[config.mk]
export PLATFORM = sky130hd
export DESIGN_NAME = spi_word_receiver
export DESIGN_NICKNAME = d
export VERILOG_FILES = /design/src/rtl/hub75_spi_pkg.sv /design/src/rtl/spi_word_fifo.sv /design/src/rtl/spi_word_receiver.sv
export SDC_FILE = /design/constraint.sdc
export NUM_CORES = 1
export LEC_CHECK = 0
export CAP_MARGIN = 25
export CORE_ASPECT_RATIO = 0.5
export CORE_MARGIN = 5
export CORE_UTILIZATION = 54
export CTS_CLUSTER_SIZE = 24
export DETAILED_ROUTE_END_ITERATION = 16
export MAX_ROUTING_LAYER = met4
export PLACE_DENSITY = 0.73
export REMOVE_ABC_BUFFERS = 1
export SLEW_MARGIN = 20
export SYNTH_ARGS = -nofsm -noshare
export SYNTH_HDL_FRONTEND = slang
export SYNTH_SLANG_ARGS = --single-unit
export TNS_END_PERCENT = 30
[constraint.sdc]
create_clock -name spi_clk -period 4.75 [get_ports spi_clk]
set_input_delay 0.7125 -clock spi_clk [delete_from_list [all_inputs] [get_ports spi_clk]]
set_output_delay 0.7125 -clock spi_clk [all_outputs]
set_load 0.05 [all_outputs]
[src/rtl/hub75_spi_pkg.sv]
// Shared definitions for the HUB75 SPI receive path and the pixel/row loader.
// Holds the default word and FIFO sizes, a clog2 helper, and pixel word field offsets.
// No ports; import with hub75_spi_pkg::*.
package hub75_spi_pkg;

  localparam int DEFAULT_WORD_WIDTH = 32;
  localparam int DEFAULT_FIFO_DEPTH = 4;

  // Pixel word layout used by the loader. Each 3-bit group is R,G,B for the
  // upper half of the panel (first scan line of a pair) and the lower half.
  localparam int PIX_R_UPPER = 0;
  localparam int PIX_G_UPPER = 1;
  localparam int PIX_B_UPPER = 2;
  localparam int PIX_R_LOWER = 3;
  localparam int PIX_G_LOWER = 4;
  localparam int PIX_B_LOWER = 5;
  localparam int PIX_FIELD_BITS = 6;

  // Ceiling log2. clog2(1) = 0, clog2(4) = 2, clog2(5) = 3.
  function automatic int clog2(input int value);
    int result;
    int v;
    result = 0;
    v = value - 1;
    while (v > 0) begin
      result = result + 1;
      v = v >> 1;
    end
    return result;
  endfunction

endpackage

[src/rtl/spi_word_fifo.sv]
// Synchronous circular-buffer FIFO with a registered show-ahead head word.
// Ports: spi_clk/reset; push/push_data in; pop in (ignored while empty);
// head_data (0 when empty), count, full, empty out. A push while full only
// succeeds if a pop happens on the same edge.
import hub75_spi_pkg::*;

module spi_word_fifo #(
  parameter int WIDTH = DEFAULT_WORD_WIDTH,
  parameter int DEPTH = DEFAULT_FIFO_DEPTH
) (
  input  logic                    spi_clk,
  input  logic                    reset,
  input  logic                    push,
  input  logic [WIDTH-1:0]        push_data,
  input  logic                    pop,
  output logic [WIDTH-1:0]        head_data,
  output logic [clog2(DEPTH):0]   count,
  output logic                    full,
  output logic                    empty
);

  localparam int AW = clog2(DEPTH);
  localparam int CW = AW + 1;

  logic [WIDTH-1:0] mem [DEPTH];
  logic [AW-1:0]    rd_ptr;
  logic [AW-1:0]    wr_ptr;
  logic [AW-1:0]    rd_ptr_next;
  logic [CW-1:0]    count_next;
  logic [WIDTH-1:0] head_next;
  logic             pop_ok;
  logic             push_ok;

  assign empty   = (count == '0);
  assign full    = (count == CW'(DEPTH));
  assign pop_ok  = pop && !empty;
  // A full FIFO still accepts a push when a slot frees on the same edge.
  assign push_ok = push && (!full || pop_ok);

  // Pointers are exactly AW bits wide, so they wrap at DEPTH on their own.
  assign rd_ptr_next = pop_ok ? rd_ptr + AW'(1) : rd_ptr;

  always_comb begin
    count_next = count;
    case ({push_ok, pop_ok})
      2'b10:   count_next = count + CW'(1);
      2'b01:   count_next = count - CW'(1);
      default: count_next = count;
    endcase
  end

  // The head register shows what mem[rd_ptr] will hold after this edge. The
  // only case where that slot is the one being written right now is when the
  // FIFO will hold exactly the word being pushed, so forward it.
  always_comb begin
    head_next = '0;
    if (count_next != '0) begin
      if (push_ok && (rd_ptr_next == wr_ptr)) begin
        head_next = push_data;
      end else begin
        head_next = mem[rd_ptr_next];
      end
    end
  end

  always_ff @(posedge spi_clk) begin
    if (push_ok) begin
      mem[wr_ptr] <= push_data;
    end
  end

  always_ff @(posedge spi_clk) begin
    if (reset) begin
      rd_ptr    <= '0;
      wr_ptr    <= '0;
      count     <= '0;
      head_data <= '0;
    end else begin
      rd_ptr    <= rd_ptr_next;
      count     <= count_next;
      head_data <= head_next;
      if (push_ok) begin
        wr_ptr <= wr_ptr + AW'(1);
      end
    end
  end

endmodule

[src/rtl/spi_word_receiver.sv]
// Framed SPI receive front-end: deserialises MOSI into WORD_WIDTH-bit words
// while spi_cs_n is low and queues them in a show-ahead FIFO.
// Ports: spi_clk/reset; spi_cs_n/spi_mosi from the host; word_data/word_valid/
// word_ready pop interface; fill_level, sticky overflow, partial_drop pulse and
// pixel_clock (high during the first half of each word) status outputs.
import hub75_spi_pkg::*;

module spi_word_receiver #(
  parameter int WORD_WIDTH = DEFAULT_WORD_WIDTH,
  parameter int FIFO_DEPTH = DEFAULT_FIFO_DEPTH,
  parameter int MSB_FIRST  = 1
) (
  input  logic                       spi_clk,
  input  logic                       reset,
  input  logic                       spi_cs_n,
  input  logic                       spi_mosi,
  output logic [WORD_WIDTH-1:0]      word_data,
  output logic                       word_valid,
  input  logic                       word_ready,
  output logic [clog2(FIFO_DEPTH):0] fill_level,
  output logic                       overflow,
  output logic                       partial_drop,
  output logic                       pixel_clock
);

  localparam int BW = (clog2(WORD_WIDTH) < 1) ? 1 : clog2(WORD_WIDTH);
  localparam logic [BW-1:0] LAST_BIT = BW'(WORD_WIDTH - 1);
  localparam logic [BW-1:0] HALF_BIT = BW'(WORD_WIDTH / 2);

  logic [BW-1:0]         bit_count;
  logic [BW-1:0]         bit_count_next;
  logic [BW-1:0]         bit_pos;
  logic [WORD_WIDTH-1:0] shift_reg;
  logic [WORD_WIDTH-1:0] shift_next;
  logic [WORD_WIDTH-1:0] word_assembled;
  logic                  word_push;
  logic                  drop_next;
  logic                  pop;
  logic                  fifo_full;
  logic                  fifo_empty;

  assign bit_pos = (MSB_FIRST != 0) ? (LAST_BIT - bit_count) : bit_count;

  always_comb begin
    word_assembled = shift_reg;
    shift_next     = shift_reg;
    bit_count_next = bit_count;
    word_push      = 1'b0;
    drop_next      = 1'b0;
    if (spi_cs_n) begin
      // Frame closed: anything half-assembled is thrown away.
      bit_count_next = '0;
      shift_next     = '0;
      drop_next      = (bit_count != '0);
    end else begin
      word_assembled[bit_pos] = spi_mosi;
      if (bit_count == LAST_BIT) begin
        // The word pushed includes the bit sampled on this very edge.
        word_push      = 1'b1;
        bit_count_next = '0;
        shift_next     = '0;
      end else begin
        bit_count_next = bit_count + BW'(1);
        shift_next     = word_assembled;
      end
    end
  end

  assign pop         = word_valid && word_ready;
  assign word_valid  = !fifo_empty;
  assign pixel_clock = (bit_count < HALF_BIT);

  always_ff @(posedge spi_clk) begin
    if (reset) begin
      bit_count    <= '0;
      shift_reg    <= '0;
      partial_drop <= 1'b0;
      overflow     <= 1'b0;
    end else begin
      bit_count    <= bit_count_next;
      shift_reg    <= shift_next;
      partial_drop <= drop_next;
      // The FIFO silently refuses this push; remember it until reset.
      if (word_push && fifo_full && !pop) begin
        overflow <= 1'b1;
      end
    end
  end

  spi_word_fifo #(
    .WIDTH (WORD_WIDTH),
    .DEPTH (FIFO_DEPTH)
  ) u_fifo (
    .spi_clk   (spi_clk),
    .reset     (reset),
    .push      (word_push),
    .push_data (word_assembled),
    .pop       (pop),
    .head_data (word_data),
    .count     (fill_level),
    .full      (fifo_full),
    .empty     (fifo_empty)
  );

endmodule

==> key figures, run 1 <==
Logic synthesis
  – Share of Yosys cell area claimed by the top area cell type: 0.410
  – Dominant synthesized flop cell: edfxtp_1
  – Synth Cell Area: 9370 um^2
  – Cells after Synth: about 950
  – EDFF count, synth: around 130
  – Post-Synth XOR/XNOR Area: 0.00948
  – Top cells by area, synth: edfxtp_1 41%, dfxtp_1 17%, nor2_1 6.2%
  – Seq/Total Area, Yosys: 0.577
  – Top-count cell post-synth: nor2_1
  – Synth Area in Compound Gates: 0.0856
  – Flops & latches, synth: ~210
  – Synth async-reset ratio: 0
  – Area share of fa/ha/maj cells after synthesis: 0.0142
  – Mux contribution to synthesized area: 0.0661
  – Fraction of the mapped netlist area in simple logic gates: 0.208
  – Synth top cells by count: 155 x nor2_1, 128 x edfxtp_1, 127 x nand2_1
  – Synth warn: 0
  – Largest family of logic cells by synthesized area: simple AND/OR/NAND/NOR gates
  – Area leader, netlist: edfxtp_1
  – Unique masters post-synth: 41
  – Syn avg cell area: 9.84 um^2

Worst setup path
  – R2R depth: 13
  – Peak fanout along the critical path: 32
  – Critical path class: register to register
  – CP max stage delay: ~510 ps
  – CP Cell Sequence: ha_1, and3_1, ha_1, nor2b_1, nor2_1, fa_1, nand2b_1, nand3_1, o21ai_0, a221o_1, a21oi_2, buf_4, a21oi_1
  – Worst EP arrival: about 4400 ps
  – Worst path required time: between 5000 and 6000 ps
  – Flop-to-flop setup slack: roughly 750 ps
  – CP Capture Type: register
  – FF-to-FF Start: bit_count[0]$_SDFF_PP0_
  – R2R Path End: u_fifo.head_data[29]$_SDFF_PP0_
  – CP max-delay cell: fa_1
  – Most used cell, CP: ha_1
  – CP startpoint kind: register

Die
  – Die width: roughly 200 um
  – Core area: roughly 17000 um^2
  – Die Ht: roughly 100 um
  – Initial core utilization: 0.545
  – Num rows: 34
  – Overall die area: between 20000 and 25000 um^2
  – I/O pin count: 44

Timing
  – Unrepaired setup endpoints after global routing: no
  – Final setup violation count: 0
  – Clock Skews: roughly 12 ps
  – Final WS setup: 754 ps
  – Hold Vio Cnt, Final: 0
  – Worst-Margin Slew: between 900 and 1000 ps
  – Final Slew Violations: 0
  – Minimum clock period: between 3000 and 4000 ps
  – Worst slew margin: 0.398
  – Max Freq: 0.250 GHz
  – TNS Setup: 0 ps
  – Final period util: 0.841

Min path
  – Hold_sp: shift_reg[25]$_SDFF_PP0_
  – Hold EP: shift_reg[25]$_SDFF_PP0_
  – Worst Hold Class: register to register
  – Worst Hold Depth: 2

Power and ir drop
  – Gate power share: 0.015
  – Leakage: 3.53 nW
  – Clk network pwr share: 0.436
  – Power Density: 327 nW/um^2
  – Internal Pwr Total: 2.75 mW
  – Psw: between 0.6 and 0.7 mW
  – Sw Share: 0.198
  – Power share of the sequential group: 0.548
  – Peak VDD IR: 230 uV

Cells and area
  – Fin nets: 969
  – FILL cells: around 1400
  – Synth-to-Final Area Change: 12.1%
  – Max FFs per register: about 130
  – Ant diodes: 0
  – Share of post-route cells with drive strength above 1: 0.0807

Global route
  – Total global-route track usage: 0.227
  – Vias in the first global route: 6635
  – Pin count of the biggest net entering global routing: 65
  – Initial antenna violation count: 0
  – Congestion Overflow GR: 0
  – First-pass GRT wire length: roughly 36 mm

Clocking
  – CTS H-tree depth: 1
  – Num CTS Buffers: 19
  – Worst-path clk slew: around 70 ps
  – CTS tree: yes
  – CTS root buffer: clkbuf_16
  – Later-pin clock latency in the skew report: 490 ps
  – # clock sinks: around 210
  – # hold bufs at CTS: 0
  – Max clock buf depth: 3
  – Setup Buffers After CTS: 0
  – Post_cts resized: 0

Place
  – GP Congestion: roughly 0.86
  – Pre-CTS worst setup slack: 800 ps
  – Final HPWL DP: approximately 13 mm
  – Number of port buffers: 43

Routing
  – Wire length per cell: 18.6 um
  – Initial DRC count: around 710
  – Routed via count: between 7000 and 8000
  – Residual DRC: 0
  – Vias/cell: about 5.9
  – Final WL: about 22 mm
  – DRT antenna net count: 0
  – Drt first pass iters: 6

Run
  – Max-cap violations: 0

Run status
  – Status: complete, no violations
worst max-delay path by stage:
stage | cells after the start | start | slack, ps | end
floorplan | 10 | u_fifo.count[0]$_SDFF_PP0_ | 160 | u_fifo.head_data[0]$_SDFF_PP0_
global placement | 11 | spi_cs_n | 920 | u_fifo.head_data[30]$_SDFF_PP0_
detailed placement | 11 | spi_cs_n | 800 | u_fifo.head_data[6]$_SDFF_PP0_
CTS | 13 | bit_count[0]$_SDFF_PP0_ | 820 | u_fifo.head_data[6]$_SDFF_PP0_
global route | 13 | bit_count[0]$_SDFF_PP0_ | 540 | u_fifo.head_data[27]$_SDFF_PP0_
finish | 13 | bit_count[0]$_SDFF_PP0_ | 750 | u_fifo.head_data[29]$_SDFF_PP0_
power groups by stage:
stage               Clock (mW)  Combinational, mW  Sequential (mW)
floorplan                    0             0.0223             1.92
global placement             0             0.0478             1.92
detailed placement           0             0.0491             1.92
CTS                       1.52             0.0493             1.88
global route              1.60             0.0572             1.88
finish                    1.50             0.0531             1.88
area by class of cell:
class                   count  area, um^2  share of cell area
flip-flops and latches    206        5410               0.515
clock buffers              27         546              0.0519
multi-input cells         661        3610               0.344
repair buffers             58         558              0.0531
clock inverters             7        61.3             0.00584
well taps                 234         293              0.0279
inverters                   8        30.0             0.00286
critical path: cells and delay by family, from the launching register on:
| family | cells | cell delay (ps) |
|---|---|---|
| compound gates | 4 | 680 |
| buf+inv | 1 | 420 |
| fa+ha+maj | 3 | 1170 |
| flops | 1 | 400 |
| simple gates | 5 | 1170 |
metal layers:
metal | vias up | track usage | wire length [um]
met5 | - | - | 0
met4 | 0 | 0.0488 | 530
met3 | 60 | 0.0274 | 2130
met2 | 348 | 0.345 | 9760
met1 | 3355 | 0.333 | 9970
li1 | 3286 | - | -
logic make-up after synthesis:
group                    after synthesis
AO/OA/AOI/OAI                        152
XOR/XNOR                               8
adder cells (fa/ha/maj)               10
buffers and inverters                 85
flip-flops                           206
multiplexers                          59
AND/OR/NAND/NOR                      432
through the flow:
| step | area (um^2) | std cells | power, mW | utilization | hold slack [ps] |
|---|---|---|---|---|---|
| 2_1_floorplan | 9030 | 875 | 1.94 | - | 433 |
| 3_3_place_gp | 9870 | 1166 | 1.97 | 0.574 | 438 |
| 3_5_place_dp | 9870 | 1166 | 1.97 | 0.574 | 448 |
| 4_1_cts | 10500 | 1200 | 3.45 | 0.609 | 457 |
| 5_1_grt | 10500 | 1201 | 3.54 | 0.611 | 480 |
| 6_report | 10500 | 1201 | 3.43 | 0.611 | 455 |
layout by cell type (no fill, tap or decap), types with 2 or more instances in the layout:
master           Yosys  layout
nand3_1             46      46
inv_1                8       8
dfxtp_1             78      77
xnor2_1              4       4
o21ai_0             77      77
nand2b_2             0       2
clkbuf_8             0       4
a21oi_1             66      65
and3_1               3       3
or3_1                2       2
or2_2                2       2
mux2_2              23      23
clkbuf_1            51       4
clkbuf_16            0      19
nor4b_1              2       2
nor3_1               2       2
nor2_1             155     155
edfxtp_1           128     128
clkinv_2             0       3
and2_1              10      10
buf_4                0      14
nand4_1             32      32
mux2i_1             36      36
nand2b_1            42      40
ha_1                 9       9
nor2b_1              6       6
clkdlybuf4s50_1      0      42
nand2_1            127     127
clkinv_1             0       2
xor2_1               3       2
(Power assumes the default switching activity.)
==> inputs of run 2 (changes only) <==
==> constraint.sdc (replaced) <==
create_clock -name spi_clk -period 3.7 [get_ports spi_clk]
set_input_delay 0.555 -clock spi_clk [delete_from_list [all_inputs] [get_ports spi_clk]]
set_output_delay 0.555 -clock spi_clk [all_outputs]
set_load 0.05 [all_outputs]
==> run 2 against run 1 <==
Net effect:
- utilization up 0.50 points
- worst setup slack worse by 290 ps
- total power up 29%
- register-to-register slack worse by 290 ps
- clock skew up 3.0 ps
- hold slack worse by 1.2 ps
- via count down 1.2%
- die area unchanged
- critical path depth unchanged
- flip-flop and latch count unchanged
- critical path type unchanged
- largest cell class unchanged
- largest power group unchanged
==> key figures, run 2 (synthesis results as in run 1) <==
Power and ir drop
  – Leakage: 3.57 nW
  – Internal Pwr Total: ~3.5 mW
  – Power share of the sequential group: 0.547
  – Gate power share: 0.015
  – Sw Share: 0.197
  – Final Power: 4.42 mW
  – Peak VDD IR: 256 uV
  – Power Density: around 420 nW/um^2
  – Psw: about 0.87 mW
  – Clk network pwr share: 0.438

Timing
  – Minimum clock period: around 3200 ps
  – Worst slew margin: 0.394
  – Hold slack: 453 ps
  – Max Freq: approximately 0.31 GHz
  – Worst-Margin Slew: 906 ps
  – Unrepaired setup endpoints after global routing: no
  – Final Slew Violations: 0
  – Hold Vio Cnt, Final: 0
  – Final period util: 0.875
  – Clock Skews: 15.4 ps
  – Final setup violation count: 0

Cells and area
  – Ant diodes: 0
  – Fin nets: ~980
  – Most frequent cells in the layout: 155 x nor2_1, 128 x edfxtp_1, 127 x nand2_1, 77 x o21ai_0, 77 x dfxtp_1
  – Share of post-route cells with drive strength above 1: 0.0879
  – Max FFs per register: between 100 and 150
  – Synth-to-Final Area Change: 13.0%
  – Util after Layout: 0.616
  – Commonest non-fill, non-tap cell in the layout: nor2_1

Clocking
  – # hold bufs at CTS: 0
  – Max clock buf depth: 3
  – CTS tree: yes
  – Setup Buffers After CTS: 0
  – CTS root buffer: clkbuf_16
  – Worst-path clk slew: 70 ps
  – # clock sinks: between 200 and 250
  – Post_cts resized: 0
  – Later-pin clock latency in the skew report: about 480 ps
  – CTS H-tree depth: 1
  – Num CTS Buffers: 19

Place
  – GP Congestion: ~0.83
  – Final HPWL DP: about 13 mm
  – Number of port buffers: 43

Die
  – Die Ht: 103 um
  – Num rows: 34
  – Overall die area: between 20000 and 25000 um^2
  – Core area: roughly 17000 um^2
  – Initial core utilization: 0.545
  – Die width: 196 um
  – I/O pin count: 44

Worst setup path
  – CP Capture Type: register
  – Peak fanout along the critical path: 18
  – Flop-to-flop setup slack: between 400 and 500 ps
  – Worst EP arrival: around 3600 ps
  – FF-to-FF Start: bit_count[0]$_SDFF_PP0_
  – R2R depth: 13
  – R2R Path End: u_fifo.head_data[7]$_SDFF_PP0_
  – Critical path class: register to register
  – Crit. Startpoint: bit_count[0]$_SDFF_PP0_
  – CP startpoint kind: register
  – Worst path required time: around 4000 ps

Routing
  – Drt first pass iters: 5
  – Initial DRC count: roughly 630
  – Vias/cell: about 5.7
  – DRT antenna net count: 0
  – Routed via count: slightly below 7000
  – Residual DRC: 0
  – Final WL: about 22 mm
  – Wire length per cell: 17.9 um

Min path
  – Worst Hold Depth: 2
  – Worst Hold Class: register to register
  – Hold_sp: shift_reg[4]$_SDFF_PP0_
  – Hold EP: shift_reg[4]$_SDFF_PP0_

Global route
  – Total global-route track usage: 0.223
  – Congestion Overflow GR: 0
  – Pin count of the biggest net entering global routing: 65
  – Vias in the first global route: about 6600
  – First-pass GRT wire length: about 35 mm
  – Initial antenna violation count: 0

Run status
  – Status: complete, no violations

Run
  – Max-cap violations: 0
-- run 2: changes by cell type in the layout (fill, tap and decap cells not counted), moves of 2 or more --
cell | previous run | this run
clkbuf_1 | 4 | 8
buf_12 | 0 | 2
buf_4 | 14 | 25
clkinvlp_4 | 0 | 2
clkinv_2 | 3 | 1
clkinv_1 | 2 | 0
clkbuf_8 | 4 | 1
-- run 2: final cells by class --
| type | count | area, um^2 |
|---|---|---|
| Clock inverter | 5 | 80.1 |
| Fill cell | 1373 | 6600 |
| Clock buffer | 28 | 519 |
| Multi-Input combinational cell | 661 | 3600 |
| Tap cell | 234 | 293 |
| Sequential cell | 206 | 5410 |
| Timing Repair Buffer | 70 | 653 |
| Inverter | 8 | 30.0 |
-- run 2: worst max path at each step --
stage / cells past startpoint / endpoint / slack [ps]
6_report: 13 / u_fifo.head_data[7]$_SDFF_PP0_ / 460
5_1_grt: 13 / u_fifo.head_data[7]$_SDFF_PP0_ / 210
4_1_cts: 13 / u_fifo.head_data[7]$_SDFF_PP0_ / 470
3_5_place_dp: 13 / u_fifo.head_data[7]$_SDFF_PP0_ / 490
3_3_place_gp: 13 / u_fifo.head_data[6]$_SDFF_PP0_ / 600
2_1_floorplan: 10 / u_fifo.head_data[0]$_SDFF_PP0_ / -890
-- run 2: worst max-delay path, cell delays in order, from the launching register on --
cell and delay [ps]:
dfxtp_1 410, ha_1 200, and3_1 240, ha_1 220
nor2b_1 190, nor2_1 80, fa_1 490, nand2b_1 180
nand3_1 100, o21ai_0 90, a221o_1 370, a21oi_2 160
buf_4 280, a21oi_1 80
-- run 2: through the flow --
| stage | cell area (um^2) | std cells | worst slack [ps] | TNS, ps |
|---|---|---|---|---|
| 2_1_floorplan | 9030 | 875 | -885 | -28330 |
| 3_3_place_gp | 9970 | 1178 | 596 | 0 |
| 3_5_place_dp | 9970 | 1178 | 488 | 0 |
| 4_1_cts | 10600 | 1211 | 467 | 0 |
| 5_1_grt | 10600 | 1212 | 212 | 0 |
| 6_report | 10600 | 1212 | 463 | 0 |
-- run 2: metal layers --
| metal | vias to the layer above | global-route usage | part of all wire |
|---|---|---|---|
| li1 | 3309 | - | - |
| met5 | - | - | 0 |
| met1 | 3359 | 0.313 | 0.46 |
| met3 | 31 | 0.0356 | 0.079 |
| met4 | 0 | 0.0504 | 0.013 |
| met2 | 262 | 0.346 | 0.45 |
-- run 2: power by group through the flow --
stage                     logic [mW]  registers, mW  clock network, mW
after floorplan               0.0286           2.47                  0
after global placement        0.0622           2.47                  0
after detailed placement      0.0629           2.47                  0
after CTS                     0.0631           2.41               1.96
after global routing          0.0721           2.41               2.07
final                         0.0660           2.41               1.94
==> inputs of run 3 (changes only) <==
--- a/config.mk
+++ b/config.mk
@@ -6,7 +6,7 @@
 export NUM_CORES = 1
 export LEC_CHECK = 0
 export CAP_MARGIN = 25
-export CORE_ASPECT_RATIO = 0.5
+export CORE_ASPECT_RATIO = 0.6
 export CORE_MARGIN = 5
 export CORE_UTILIZATION = 54
 export CTS_CLUSTER_SIZE = 24
==> constraint.sdc (replaced) <==
create_clock -name spi_clk -period 4.1 [get_ports spi_clk]
set_input_delay 0.615 -clock spi_clk [delete_from_list [all_inputs] [get_ports spi_clk]]
set_output_delay 0.615 -clock spi_clk [all_outputs]
set_load 0.05 [all_outputs]
==> run 3 against run 2 <==
Net effect:
- combinational power is 9.4% lower
- global-route usage fell by 0.96 points
- register-to-register slack better by 60 ps
- final cell count shrank 0.83%
- sequential power shrank 9.5%
- fmax shrank 9.6%
- clock skew decreased by 8.8 ps
- count of clock-buffer cells in the layout rose by 1
- flip-flop and latch count stayed put
- largest power group unchanged
==> key figures, run 3 (synthesis results as in run 1) <==
Global route
  – Total global-route track usage: 0.213
  – First-pass GRT wire length: approximately 34 mm
  – Pin count of the biggest net entering global routing: 65
  – Vias in the first global route: 6311
  – Initial antenna violation count: 0
  – Congestion Overflow GR: 0

Place
  – Final HPWL DP: 12.3 mm
  – GP Congestion: 0.820
  – Placed cell count: 1168
  – Number of port buffers: 43
  – Pre-CTS worst setup slack: approximately 460 ps

Cells and area
  – Most frequent cells in the layout: 155 x nor2_1, 128 x edfxtp_1, 127 x nand2_1, 77 x o21ai_0, 77 x dfxtp_1
  – Util after Layout: 0.615
  – Finished Layout Cells: 1202
  – Fin nets: just under 1000
  – Share of post-route cells with drive strength above 1: 0.0754
  – Commonest non-fill, non-tap cell in the layout: nor2_1
  – Ant diodes: 0
  – Synth-to-Final Area Change: 12.0%
  – Max FFs per register: 128

Clocking
  – Later-pin clock latency in the skew report: approximately 480 ps
  – Worst-path clk slew: 60 ps
  – CTS tree: yes
  – CTS H-tree depth: 1
  – Max clock buf depth: 3
  – Post_cts resized: 0
  – Setup Buffers After CTS: 0
  – # hold bufs at CTS: 0
  – # clock sinks: slightly above 200
  – Num CTS Buffers: 19
  – CTS root buffer: clkbuf_16

Die
  – Num rows: 37
  – Initial core utilization: 0.549
  – I/O pin count: 44
  – Die width: around 180 um
  – Overall die area: 20200 um^2
  – Die Ht: ~110 um
  – Core area: roughly 17000 um^2

Worst setup path
  – CP Capture Type: register
  – Critical path class: register to register
  – CP max stage delay: between 600 and 700 ps
  – Worst EP arrival: a little under 4000 ps
  – CP max-delay cell: dfxtp_1
  – Peak fanout along the critical path: 32
  – CP startpoint kind: register
  – CP Cell Sequence: and3_1, ha_1, nor2b_1, nor2_1, fa_1, nand2b_1, nand3_1, o21ai_0, a221o_1, a21oi_2, buf_12, a21oi_1
  – Worst path required time: ~4500 ps

Routing
  – Final WL: ~22 mm
  – Wire length per cell: roughly 18 um
  – Initial DRC count: 709
  – Residual DRC: 0
  – DRT antenna net count: 0
  – Vias/cell: approximately 5.7
  – Routed via count: roughly 7000
  – Drt first pass iters: 5

Timing
  – Max Freq: around 0.28 GHz
  – Minimum clock period: 3580 ps
  – TNS Setup: 0 ps
  – Final WS setup: ~520 ps
  – Final setup violation count: 0
  – Worst-Margin Slew: 968 ps
  – Final period util: 0.873
  – Unrepaired setup endpoints after global routing: no
  – Hold slack: about 450 ps
  – Final Slew Violations: 0
  – Hold Vio Cnt, Final: 0
  – Worst slew margin: 0.352
  – Clock Skews: 6.62 ps

Run status
  – Status: complete, no violations

Power and ir drop
  – Power Density: approximately 370 nW/um^2
  – Peak VDD IR: approximately 250 uV
  – Leakage: 3.52 nW

Min path
  – Worst Hold Class: register to register

Run
  – Max-cap violations: 0
-- run 3: final cells by class --
class	instances	area, um^2
Inverter	8	30.0
Timing Repair Buffer	60	598
Clock buffer	29	523
Tap cell	234	293
Sequential cell	206	5410
Multi-Input combinational cell	661	3610
Clock inverter	4	41.3
Fill cell	1379	6580
-- run 3: power breakdown --
group | total (mW) | switching [mW] | leakage [nW] | internal, mW
logic | 0.0598 | 0.0434 | 1.41 | 0.0164
registers | 2.18 | 0.00174 | 1.84 | 2.18
clock network | 1.65 | 0.714 | 0.271 | 0.940
-- run 3: path summary, 6_finish.rpt --
check                                 from                         endpoint  slack (ps)  cells after the start
setup / recovery   bit_count[2]$_SDFF_PP0_  u_fifo.head_data[20]$_SDFF_PP0_         520                     12
hold / removal    shift_reg[10]$_SDFF_PP0_         shift_reg[10]$_SDFF_PP0_         450                      2
setup reg to reg   bit_count[2]$_SDFF_PP0_  u_fifo.head_data[20]$_SDFF_PP0_         520                     12
hold reg to reg   shift_reg[10]$_SDFF_PP0_         shift_reg[10]$_SDFF_PP0_         450                      2
-- run 3: stage by stage --
stage                     area (um^2)  power, mW
after CTS                       10500       3.92
final                           10500       3.89
after global routing            10500       4.02
after detailed placement         9910       2.28
after global placement           9910       2.28
after floorplan                  9030       2.25
-- run 3: worst max-delay path: cells and delay by family, from the launching register on --
family | cells | cell delay (ps)
AOI/OAI and AO/OA | 4 | 710
DFF | 1 | 650
adders and majority gates | 2 | 710
buffers and inverters | 1 | 240
and+or+nand+nor | 5 | 1140
-- run 3: layer usage --
metal  global-route usage  wire [um]
met1                0.302       9910
met3               0.0415       1770
met2                0.327       9540
met4               0.0423        342
met5                    -          0
